`config.mk`:
```
export PLATFORM = sky130hd
export DESIGN_NAME = float_mult_pipe
export DESIGN_NICKNAME = d
export VERILOG_FILES = /design/src/rtl/float_mult_pipe.sv
export SDC_FILE = /design/constraint.sdc
export NUM_CORES = 1
export LEC_CHECK = 0
export ABC_AREA = 1
export BUFFER_PORTS_ARGS = -buffer_cell sky130_fd_sc_hd__buf_4
export CAP_MARGIN = 20
export CORE_MARGIN = 4
export CORE_UTILIZATION = 56
export CTS_BUF_LIST = sky130_fd_sc_hd__clkbuf_16
export DETAILED_ROUTE_END_ITERATION = 7
export PLACE_DENSITY = 0.78
export SETUP_SLACK_MARGIN = 0.3
export SLEW_MARGIN = 20
export SYNTH_ARGS = -nofsm -noshare
export SYNTH_HDL_FRONTEND = slang
export SYNTH_SLANG_ARGS = --single-unit
```
`constraint.sdc`:
```
create_clock -name clk -period 4.5 [get_ports clk]
set_clock_uncertainty 0.05 [all_clocks]
set_input_delay 0.45 -clock clk [delete_from_list [all_inputs] [get_ports clk]]
set_output_delay 0.45 -clock clk [all_outputs]
set_load 0.05 [all_outputs]
```
`src/rtl/float_mult_pipe.sv`:
```
// float_mult_pipe: three-stage floating-point multiplier with valid/ready on
// both sides. Stage 1 classifies operands and sums exponents, stage 2
// multiplies significands, stage 3 normalises, rounds to nearest-even,
// applies range checks and presents the registered result and flags.
module float_mult_pipe #(
  parameter int EXP_W = 5,
  parameter int MAN_W = 10
) (
  input  logic                   clk,
  input  logic                   rst,
  input  logic                   in_valid,
  output logic                   in_ready,
  input  logic [EXP_W+MAN_W:0]   float_a,
  input  logic [EXP_W+MAN_W:0]   float_b,
  output logic                   out_valid,
  input  logic                   out_ready,
  output logic [EXP_W+MAN_W:0]   product,
  output logic                   flag_of,
  output logic                   flag_uf,
  output logic                   flag_nv
);

  localparam int W  = 1 + EXP_W + MAN_W;
  localparam int XW = EXP_W + 2;          // signed exponent width, cannot wrap
  localparam int SW = MAN_W + 1;          // significand with hidden one
  localparam int PW = 2 * SW;             // significand product width

  localparam logic [EXP_W-1:0] EMAX   = '1;
  localparam logic [XW-1:0]    BIAS_X = XW'((1 << (EXP_W - 1)) - 1);

  typedef enum logic [1:0] {
    CLS_NUM,
    CLS_ZERO,
    CLS_INF,
    CLS_NAN
  } cls_e;

  // Pipeline occupancy and load enables
  logic r_v1, r_v2, r_v3;
  logic w_ld1, w_ld2, w_ld3;

  // A stage may load when it is empty or its content moves on this edge.
  assign w_ld3     = !r_v3 || out_ready;
  assign w_ld2     = !r_v2 || w_ld3;
  assign w_ld1     = !r_v1 || w_ld2;
  assign in_ready  = w_ld1;
  assign out_valid = r_v3;

  // Stage 1 combinational: field extraction and classification
  logic [EXP_W-1:0] w_ea, w_eb;
  logic [MAN_W-1:0] w_ma, w_mb;
  logic             w_zero_a, w_zero_b, w_inf_a, w_inf_b, w_nan_a, w_nan_b;
  logic [XW-1:0]    w_esum;
  cls_e             w_cls1;

  assign w_ea     = float_a[W-2 -: EXP_W];
  assign w_eb     = float_b[W-2 -: EXP_W];
  assign w_ma     = float_a[MAN_W-1:0];
  assign w_mb     = float_b[MAN_W-1:0];
  assign w_zero_a = (w_ea == '0);
  assign w_zero_b = (w_eb == '0);
  assign w_inf_a  = (w_ea == EMAX) && (w_ma == '0);
  assign w_inf_b  = (w_eb == EMAX) && (w_mb == '0);
  assign w_nan_a  = (w_ea == EMAX) && (w_ma != '0);
  assign w_nan_b  = (w_eb == EMAX) && (w_mb != '0);
  // Two's-complement sum; negative values mean certain underflow.
  assign w_esum   = {2'b00, w_ea} + {2'b00, w_eb} - BIAS_X;

  // Special-value priority: NaN / inf*zero, then infinity, then zero.
  always_comb begin
    // NOTE: default first so every path assigns w_cls1 and no latch is inferred.
    w_cls1 = CLS_NUM;
    if (w_nan_a || w_nan_b || (w_inf_a && w_zero_b) || (w_inf_b && w_zero_a))
      w_cls1 = CLS_NAN;
    else if (w_inf_a || w_inf_b)
      w_cls1 = CLS_INF;
    else if (w_zero_a || w_zero_b)
      w_cls1 = CLS_ZERO;
  end

  // Stage valid bits advance together with their data
  always_ff @(posedge clk) begin
    // NOTE: sequential state uses non-blocking assignments only.
    if (rst) begin
      r_v1 <= 1'b0;
      r_v2 <= 1'b0;
      r_v3 <= 1'b0;
    end else begin
      if (w_ld1) r_v1 <= in_valid;
      if (w_ld2) r_v2 <= r_v1;
      if (w_ld3) r_v3 <= r_v2;
    end
  end

  // Stage 1 and 2 datapath registers
  logic          r1_sign, r2_sign;
  cls_e          r1_cls, r2_cls;
  logic [XW-1:0] r1_exp, r2_exp;
  logic [SW-1:0] r1_ma, r1_mb;
  logic [PW-1:0] r2_prod;

  // Capture operands on input transfer, multiply when stage 1 moves on
  always_ff @(posedge clk) begin
    // NOTE: datapath registers are not reset; the valid bits qualify them.
    if (in_valid && w_ld1) begin
      r1_sign <= float_a[W-1] ^ float_b[W-1];
      r1_cls  <= w_cls1;
      r1_exp  <= w_esum;
      r1_ma   <= {1'b1, w_ma};
      r1_mb   <= {1'b1, w_mb};
    end
    if (r_v1 && w_ld2) begin
      r2_sign <= r1_sign;
      r2_cls  <= r1_cls;
      r2_exp  <= r1_exp;
      r2_prod <= PW'(r1_ma) * PW'(r1_mb);
    end
  end

  // Stage 3 combinational: normalise, round, range check
  logic              w_msb, w_guard, w_sticky, w_rnd, w_of, w_uf, w_nv;
  logic [PW-2:0]     w_sh;
  logic [MAN_W-1:0]  w_mant;
  logic [MAN_W:0]    w_mant_r;
  logic [XW-1:0]     w_exp3;
  logic              w_exp_hi, w_exp_lo;
  logic [W-1:0]      w_res;

  // After the shift the leading one sits just above bit PW-2.
  assign w_msb    = r2_prod[PW-1];
  assign w_sh     = w_msb ? r2_prod[PW-2:0] : {r2_prod[PW-3:0], 1'b0};
  assign w_mant   = w_sh[PW-2 -: MAN_W];
  assign w_guard  = w_sh[MAN_W];
  assign w_sticky = |w_sh[MAN_W-1:0];
  assign w_rnd    = w_guard && (w_sticky || w_mant[0]);
  // A carry out leaves the low MAN_W bits at zero, as required.
  assign w_mant_r = {1'b0, w_mant} + SW'(w_rnd);
  assign w_exp3   = r2_exp + XW'(w_msb) + XW'(w_mant_r[MAN_W]);
  assign w_exp_hi = !w_exp3[XW-1] && (w_exp3[XW-2:0] >= {1'b0, EMAX});
  assign w_exp_lo = w_exp3[XW-1] || (w_exp3 == '0);

  // Select final result word and exactly one (or no) flag
  always_comb begin
    w_res = '0;
    w_of  = 1'b0;
    w_uf  = 1'b0;
    w_nv  = 1'b0;
    unique case (r2_cls)
      CLS_NAN: begin
        w_res = {1'b0, EMAX, 1'b1, {(MAN_W-1){1'b0}}};
        w_nv  = 1'b1;
      end
      CLS_INF:  w_res = {r2_sign, EMAX, {MAN_W{1'b0}}};
      CLS_ZERO: w_res = {r2_sign, {(W-1){1'b0}}};
      default: begin
        if (w_exp_hi) begin
          w_res = {r2_sign, EMAX, {MAN_W{1'b0}}};
          w_of  = 1'b1;
        end else if (w_exp_lo) begin
          w_res = {r2_sign, {(W-1){1'b0}}};
          w_uf  = 1'b1;
        end else begin
          w_res = {r2_sign, w_exp3[EXP_W-1:0], w_mant_r[MAN_W-1:0]};
        end
      end
    endcase
  end

  // Output register; holds while stalled, cleared on reset
  always_ff @(posedge clk) begin
    if (rst) begin
      product <= '0;
      flag_of <= 1'b0;
      flag_uf <= 1'b0;
      flag_nv <= 1'b0;
    end else if (r_v2 && w_ld3) begin
      product <= w_res;
      flag_of <= w_of;
      flag_uf <= w_uf;
      flag_nv <= w_nv;
    end
  end

endmodule

```
==> flow_summary.yaml, run 1 <==
cells_and_area:
  layout.filler_cells: 886
  areaGrowthSynthToFinish_pct: 27.5
  post_route_cells_drive_above_1_share_pct: 28.5
  antenna_cells_inserted: 0
  design.final.nets: 1263
  finalInstanceArea_sq_mm: 0.0101
  instances_no_fill: 1259
  sequential_cell_area_sq_mm: 0.00230
  final_cell_mix: "210 x inv_1, 194 x nand2_1, 138 x buf_4"
  area_of_combinational_cells_with_multiple_inputs_sq_mm: 0.00506
  most_common_library_cell_in_the_layout_ignoring_fill_and_taps: "inv_1"
worst_hold_path:
  class_of_the_worst_hold_path: "in2reg"
sta:
  min_period_over_period_pct: 104
  worst_slew_margin_rel_pct: 49.4
  fin_worst_hold_slack_ns: 0.222
  slew_viol_final: 0
  timing.fmax_mhz: 214
  grt_setup_unrepaired: "yes"
  layout_min_cycle_time_ns: 4.68
  timing.final.setup_violations: 12
  final_hold_viol_count: 0
  final_critical_path_setup_slack_ns: -0.175
  tightestPinTransition_ns: 0.759
pwr:
  power_per_cell_area_mw_per_mm2: 656
  leakagePower_nw: 5.21
  ir_drop_mv: 0.480
  post-layout-total-power_mw: 6.60
route:
  drtAntennaViolNets: 0
  drt_wl_total_mm: 19.4
  avgRoutedWirePerCell_um: 15.4
  vias_per_cell: 5.15
  detailedRoute.firstIterationViolations: 405
  drtPass1Iterations: 6
  residual_drc_count: 0
  route.vias.total: 6488
global_route:
  grt_start_max_net_pins: 33
  global_route.overflow_total: 0
  first_global_vias: 6763
  grt_first_pass_wirelength_mm: 31.3
  grtUsageTotal_pct: 24.4
  initial_antenna_violation_count: 0
clock_network:
  worst_skew_pair.late_latency_ns: 0.36
  postCtsHoldBufs: 0
  clk_root_buffer_cell: "clkbuf_16"
  clockBufferDepth: 2
  cts_buffers: 9
  clk_transition_reported_paths_ns: 0.07
  clkSinkCount: 84
  cts_tree: "done"
  cts_htree_levels: 3
die:
  die_width_um: 127
  dieHeight_um: 127
  io_pins: 57
  num_rows: 43
  die_area_sq_mm: 0.0160
  design.core.area_sq_mm: 0.0138
  start_util_pct: 57.0
place:
  sum_of_net_half_perimeters_after_detailed_placement_mm: 13.7
  placed_cells_incl_taps: 1206
  io_buffers: 56
  worst_setup_slack_before_clock_tree_synthesis_ns: -0.169
  routabilityCongestion: 0.928
  placedInstanceArea_sq_mm: 0.00915
logic_synthesis:
  synthSimpleGateAreaFrac_pct: 16.8
  synthXorXnorAreaFrac_pct: 2.78
  ys_async_sr_fraction_pct: 0
  synthesis.yosys.warnings: 0
  syn_inst: 930
  synth.area.top_cells: "edfxtp_1 24%, fa_1 21%, inv_1 11%"
  synthDominantCellAreaShare_pct: 23.6
  synth_edf_count: 62
  syn_nets: 1119
  synth_top_family_by_area: "adder cells"
  synthesis.area_per_instance_sq_um: 8.48
  ys_types: 38
  share_of_cell_area_taken_by_muxes_after_synthesis_pct: 0
  dominantRegCellSynth: "edfxtp_1"
  synth.ff_latch_count: 84
  synth_sequential_area_ratio_pct: 29.2
  compound_gate_fraction_of_synth_area_pct: 6.23
  synth.largest_area_cell: "edfxtp_1"
  mappedNetlistArea_sq_mm: 0.00789
  synth-adder-area-share_pct: 32.1
run_status:
  violations: "setup timing"
  status: "complete, but fails checks"
critical_path:
  crit_path_max_fanout: 6
  timing.critical_path.to_type: "flip-flop"
  required_ns: 4.56
  crit_type: "reg2reg"
  worst_setup_path_start_kind: "flip-flop"
  arrival_ns: 4.73
flow_run:
  max_cap_viol_count: 0
==> metal layers <==
metal	share of wire (%)	global-route usage, %	up-vias
li1	-	-	3115
met1	39	29.2	3052
met2	51	43.2	250
met3	5.8	4.46	71
met4	4.0	10.5	0
met5	0	0	-
==> power breakdown <==
group          total (mW)  internal (mW)  switching (mW)
Sequential           1.15           1.08          0.0631
Clock               0.750          0.413           0.337
Combinational        4.71           2.23            2.47
Total                6.60           3.73            2.87
==> cells in the mapped netlist, types with 10 or more instances <==
| cell type | count |
|---|---|
| clkbuf_1 | 24 |
| nand3_1 | 27 |
| ha_1 | 71 |
| nand2_1 | 217 |
| a21oi_1 | 35 |
| o21ai_0 | 17 |
| edfxtp_1 | 62 |
| nor2_1 | 41 |
| fa_1 | 82 |
| xnor2_1 | 10 |
| dfxtp_1 | 22 |
| inv_1 | 241 |
| xor2_1 | 15 |
==> registers in the layout, summed over array words and instances (netlist names), 2 cells and up <==
name     flops
r1_ma       10
r1_mb       10
r2_prod     22
r1_exp       7
product     16
r2_cls       2
r1_cls       2
r2_exp       7
==> timing repair <==
action | CTS | global route
hold endpoints to repair | 0 | 0
pin swaps | 62 | 25
gates resized for setup | 71 | 33
endpoints found under the setup margin | 16 | 29
buffers inserted | 26 | 11
==> logic make-up (layout without fill, tap and decap cells) <==
kind of cell / Yosys count / after routing
AO/OA/AOI/OAI: 81 / 81
adder cells (fa/ha/maj): 153 / 153
buffers and inverters: 269 / 418
XOR/XNOR: 25 / 25
flip-flops: 84 / 84
AND/OR/NAND/NOR: 318 / 318
==> metrics by stage <==
step	util (%)	TNS [ns]
3_3_place_gp	66.1	-0.587
4_1_cts	71.3	-0.761
5_1_grt	72.7	-3.11
6_report	72.7	-1.40
3_5_place_dp	66.1	-1.43
2_1_floorplan	-	0
==> area by class of cell <==
type                       instances  area share, %
inverter                         243           9.07
clock inverter                     6          0.448
tap                              180           2.24
sequential                        84           22.9
multi-input combinational        577           50.3
timing repair buffer             159           12.6
clock buffer                      10           2.49
==> final timing paths <==
| kind | from | slack (ns) | depth (start not counted) | end |
|---|---|---|---|---|
| worst min-delay path | float_b[5] | 0.22 | 1 | r1_mb[5] |
| worst max-delay path | r1_ma[4] | -0.18 | 19 | r2_prod[20] |
| worst min register to register | r1_exp[3] | 0.37 | 0 | r2_exp[3] |
| worst max register to register | r1_ma[4] | -0.18 | 19 | r2_prod[20] |
==> worst max-delay path, cell delays in order, from the launching register on <==
cell and delay (ns):
edfxtp_1 0.49, buf_4 0.17, nand2_1 0.09, fa_1 0.59
inv_1 0.08, ha_1 0.28, inv_1 0.06, fa_1 0.54
inv_1 0.06, fa_1 0.50, inv_2 0.05, fa_1 0.49
inv_2 0.04, ha_4 0.22, a21o_1 0.19, a21oi_2 0.14
nand2_1 0.06, nand2_1 0.06, nand4_1 0.10, xor2_1 0.16
(Power assumes the default switching activity.)
==> inputs of run 2 (changes only) <==
Settings changed: CORE_UTILIZATION 56 to 55, PLACE_DENSITY 0.78 to 0.77.
==> run 2 against run 1 <==
- the run still ends with setup timing left
- first-iteration DRC count fell by 22%
- clock power rose by 8.1%
- register-to-register slack improved by 0.12 ns
- non-clock buffer count rose by 6
- via count fell by 2.2%
- sequential power barely moved
- global-route usage fell by 2.3 points
- worst hold slack improved by 0.012 ns
- power rose by 0.62%
- critical endpoint is now r2_prod[21]
- largest power group unchanged
==> flow_summary.yaml, run 2 (synthesis gave the netlist of run 1 again) <==
run_status:
  status: "complete, but fails checks"
  violations: "setup timing"
clock_network:
  postCtsHoldBufs: 0
  cts_buffers: 9
  clk_root_buffer_cell: "clkbuf_16"
  clkSinkCount: 84
  clk_transition_reported_paths_ns: 0.06
  worst_skew_pair.late_latency_ns: 0.35
  clockBufferDepth: 2
  cts_tree: "done"
  cts_htree_levels: 3
pwr:
  ir_drop_mv: 0.452
  power_per_cell_area_mw_per_mm2: 656
  leakagePower_nw: 5.26
die:
  start_util_pct: 56.4
  num_rows: 43
  dieHeight_um: 128
  design.core.area_sq_mm: 0.0140
  io_pins: 57
  die_width_um: 128
  die_area_sq_mm: 0.0163
sta:
  layout_min_cycle_time_ns: 4.55
  worst_slew_margin_rel_pct: 47.7
  fin_worst_hold_slack_ns: 0.234
  tightestPinTransition_ns: 0.784
  min_period_over_period_pct: 101
  slew_viol_final: 0
  final_critical_path_setup_slack_ns: -0.0511
  final_hold_viol_count: 0
  timing.final.setup_violations: 5
  grt_setup_unrepaired: "yes"
  timing.fmax_mhz: 220
critical_path:
  kind_of_cell_with_the_highest_combined_delay_on_the_critical_path: "adder cells"
  required_ns: 4.55
  worst_path_most_repeated_cell: "fa_1"
  reg2reg_depth: 17
  worst-r2r-setup-slack_ns: -0.05
  crit-reg2reg-launch: "r1_ma[7]"
  crit_path_max_fanout: 4
  critical_path.slowest_cell: "fa_1"
  critical_path.max_stage_delay_ns: 0.55
  arrival_ns: 4.60
  worstPathBufferInverterCount: 4
  worst_setup_path_endpoint: "r2_prod[21]"
  total_number_of_cells_along_the_worst_setup_path: 17
  crit_type: "reg2reg"
  critPathLaunch: "r1_ma[7]"
  timing.critical_path.to_type: "flip-flop"
  crit-reg2reg-capture: "r2_prod[21]"
  worst_setup_path_start_kind: "flip-flop"
  critical_path_cell_list: "buf_6 > buf_6 > nand2_1 > fa_1 > fa_1 > inv_1 > fa_1 > fa_1 > ha_1 > ha_4 > nand2_1 > nor2_2 > inv_1 > nor2_2 > nand4_1 > nand3_1 > xor2_1"
cells_and_area:
  max_reg_flops: 22
  areaGrowthSynthToFinish_pct: 28.5
  utilization_after_layout_pct: 72.4
  post_route_cells_drive_above_1_share_pct: 27.7
  layout.filler_cells: 972
  most_common_library_cell_in_the_layout_ignoring_fill_and_taps: "inv_1"
  design.final.nets: 1269
  regMostFlops: "r2_prod"
  antenna_cells_inserted: 0
  layout_top_registers: "r2_prod x22, product x16"
  final_cell_mix: "219 x inv_1, 189 x nand2_1, 142 x buf_4"
route:
  detailedRoute.firstIterationViolations: 315
  avgRoutedWirePerCell_um: 14.0
  vias_per_cell: 5.02
  residual_drc_count: 0
  route.vias.total: 6346
  drtAntennaViolNets: 0
  drt_wl_total_mm: 17.7
  drtPass1Iterations: 5
global_route:
  first_global_vias: 6417
  grt_start_max_net_pins: 33
  grtUsageTotal_pct: 22.1
  initial_antenna_violation_count: 0
  global_route.overflow_total: 0
  grt_first_pass_wirelength_mm: 29.1
worst_hold_path:
  worst_min_delay_path_startpoint: "float_a[2]"
  class_of_the_worst_hold_path: "in2reg"
place:
  routabilityCongestion: 0.950
  sum_of_net_half_perimeters_after_detailed_placement_mm: 12.9
  worst_setup_slack_before_clock_tree_synthesis_ns: -0.179
  io_buffers: 56
flow_run:
  max_cap_viol_count: 0
## run 2: changes by cell type in the layout (fill, tap and decap cells not counted), moves of 4 or more
cell     before  now
buf_4       138  142
inv_1       210  219
inv_2        33   23
nand2_1     194  189
nand2_2      22   28
## run 2: worst min path at each step
stage,endpoint,cells past startpoint
CTS,r1_ma[8],1
finish,r1_ma[2],1
floorplan,r2_cls[0],0
global route,r1_ma[7],1
detailed placement,r2_exp[0],0
global placement,r2_exp[5],0
## run 2: final cells by class
| cell class | count | area (sq um) | area share [%] |
|---|---|---|---|
| inverters | 243 | 912 | 9.00 |
| repair buffers | 165 | 1320 | 13.0 |
| well taps | 180 | 225 | 2.22 |
| flip-flops and latches | 84 | 2300 | 22.7 |
| multi-input cells | 577 | 5040 | 49.7 |
| clock inverters | 4 | 37.5 | 0.370 |
| clock buffers | 12 | 300 | 2.96 |
## run 2: metrics by stage
stage	std cells	TNS, ns	area, sq um	power [mW]
after detailed placement	1204	-1.43	9130	5.16
after CTS	1249	-0.0333	9830	6.28
after floorplan	930	0	8260	3.97
after global placement	1204	-0.843	9130	5.11
final	1265	-0.153	10100	6.64
after global routing	1265	-1.85	10100	7.20
## run 2: power by group
part           switching, mW  internal, mW
sequential            0.0565          1.08
combinational           2.44          2.25
clock                  0.326         0.485
## run 2: what timing repair did
item,CTS,global route
buffers inserted,29,16
cloned,0,0
pin swaps,32,53
gates resized for setup,38,56
endpoints found under the setup margin,16,26
## run 2: per-layer routing
metal	part of all wire (%)	track usage [%]	vias to the layer above
li1	-	-	3132
met1	42	26.9	3016
met2	52	40.0	162
met3	4.2	3.50	36
met4	2.5	7.12	0
met5	0	0	-
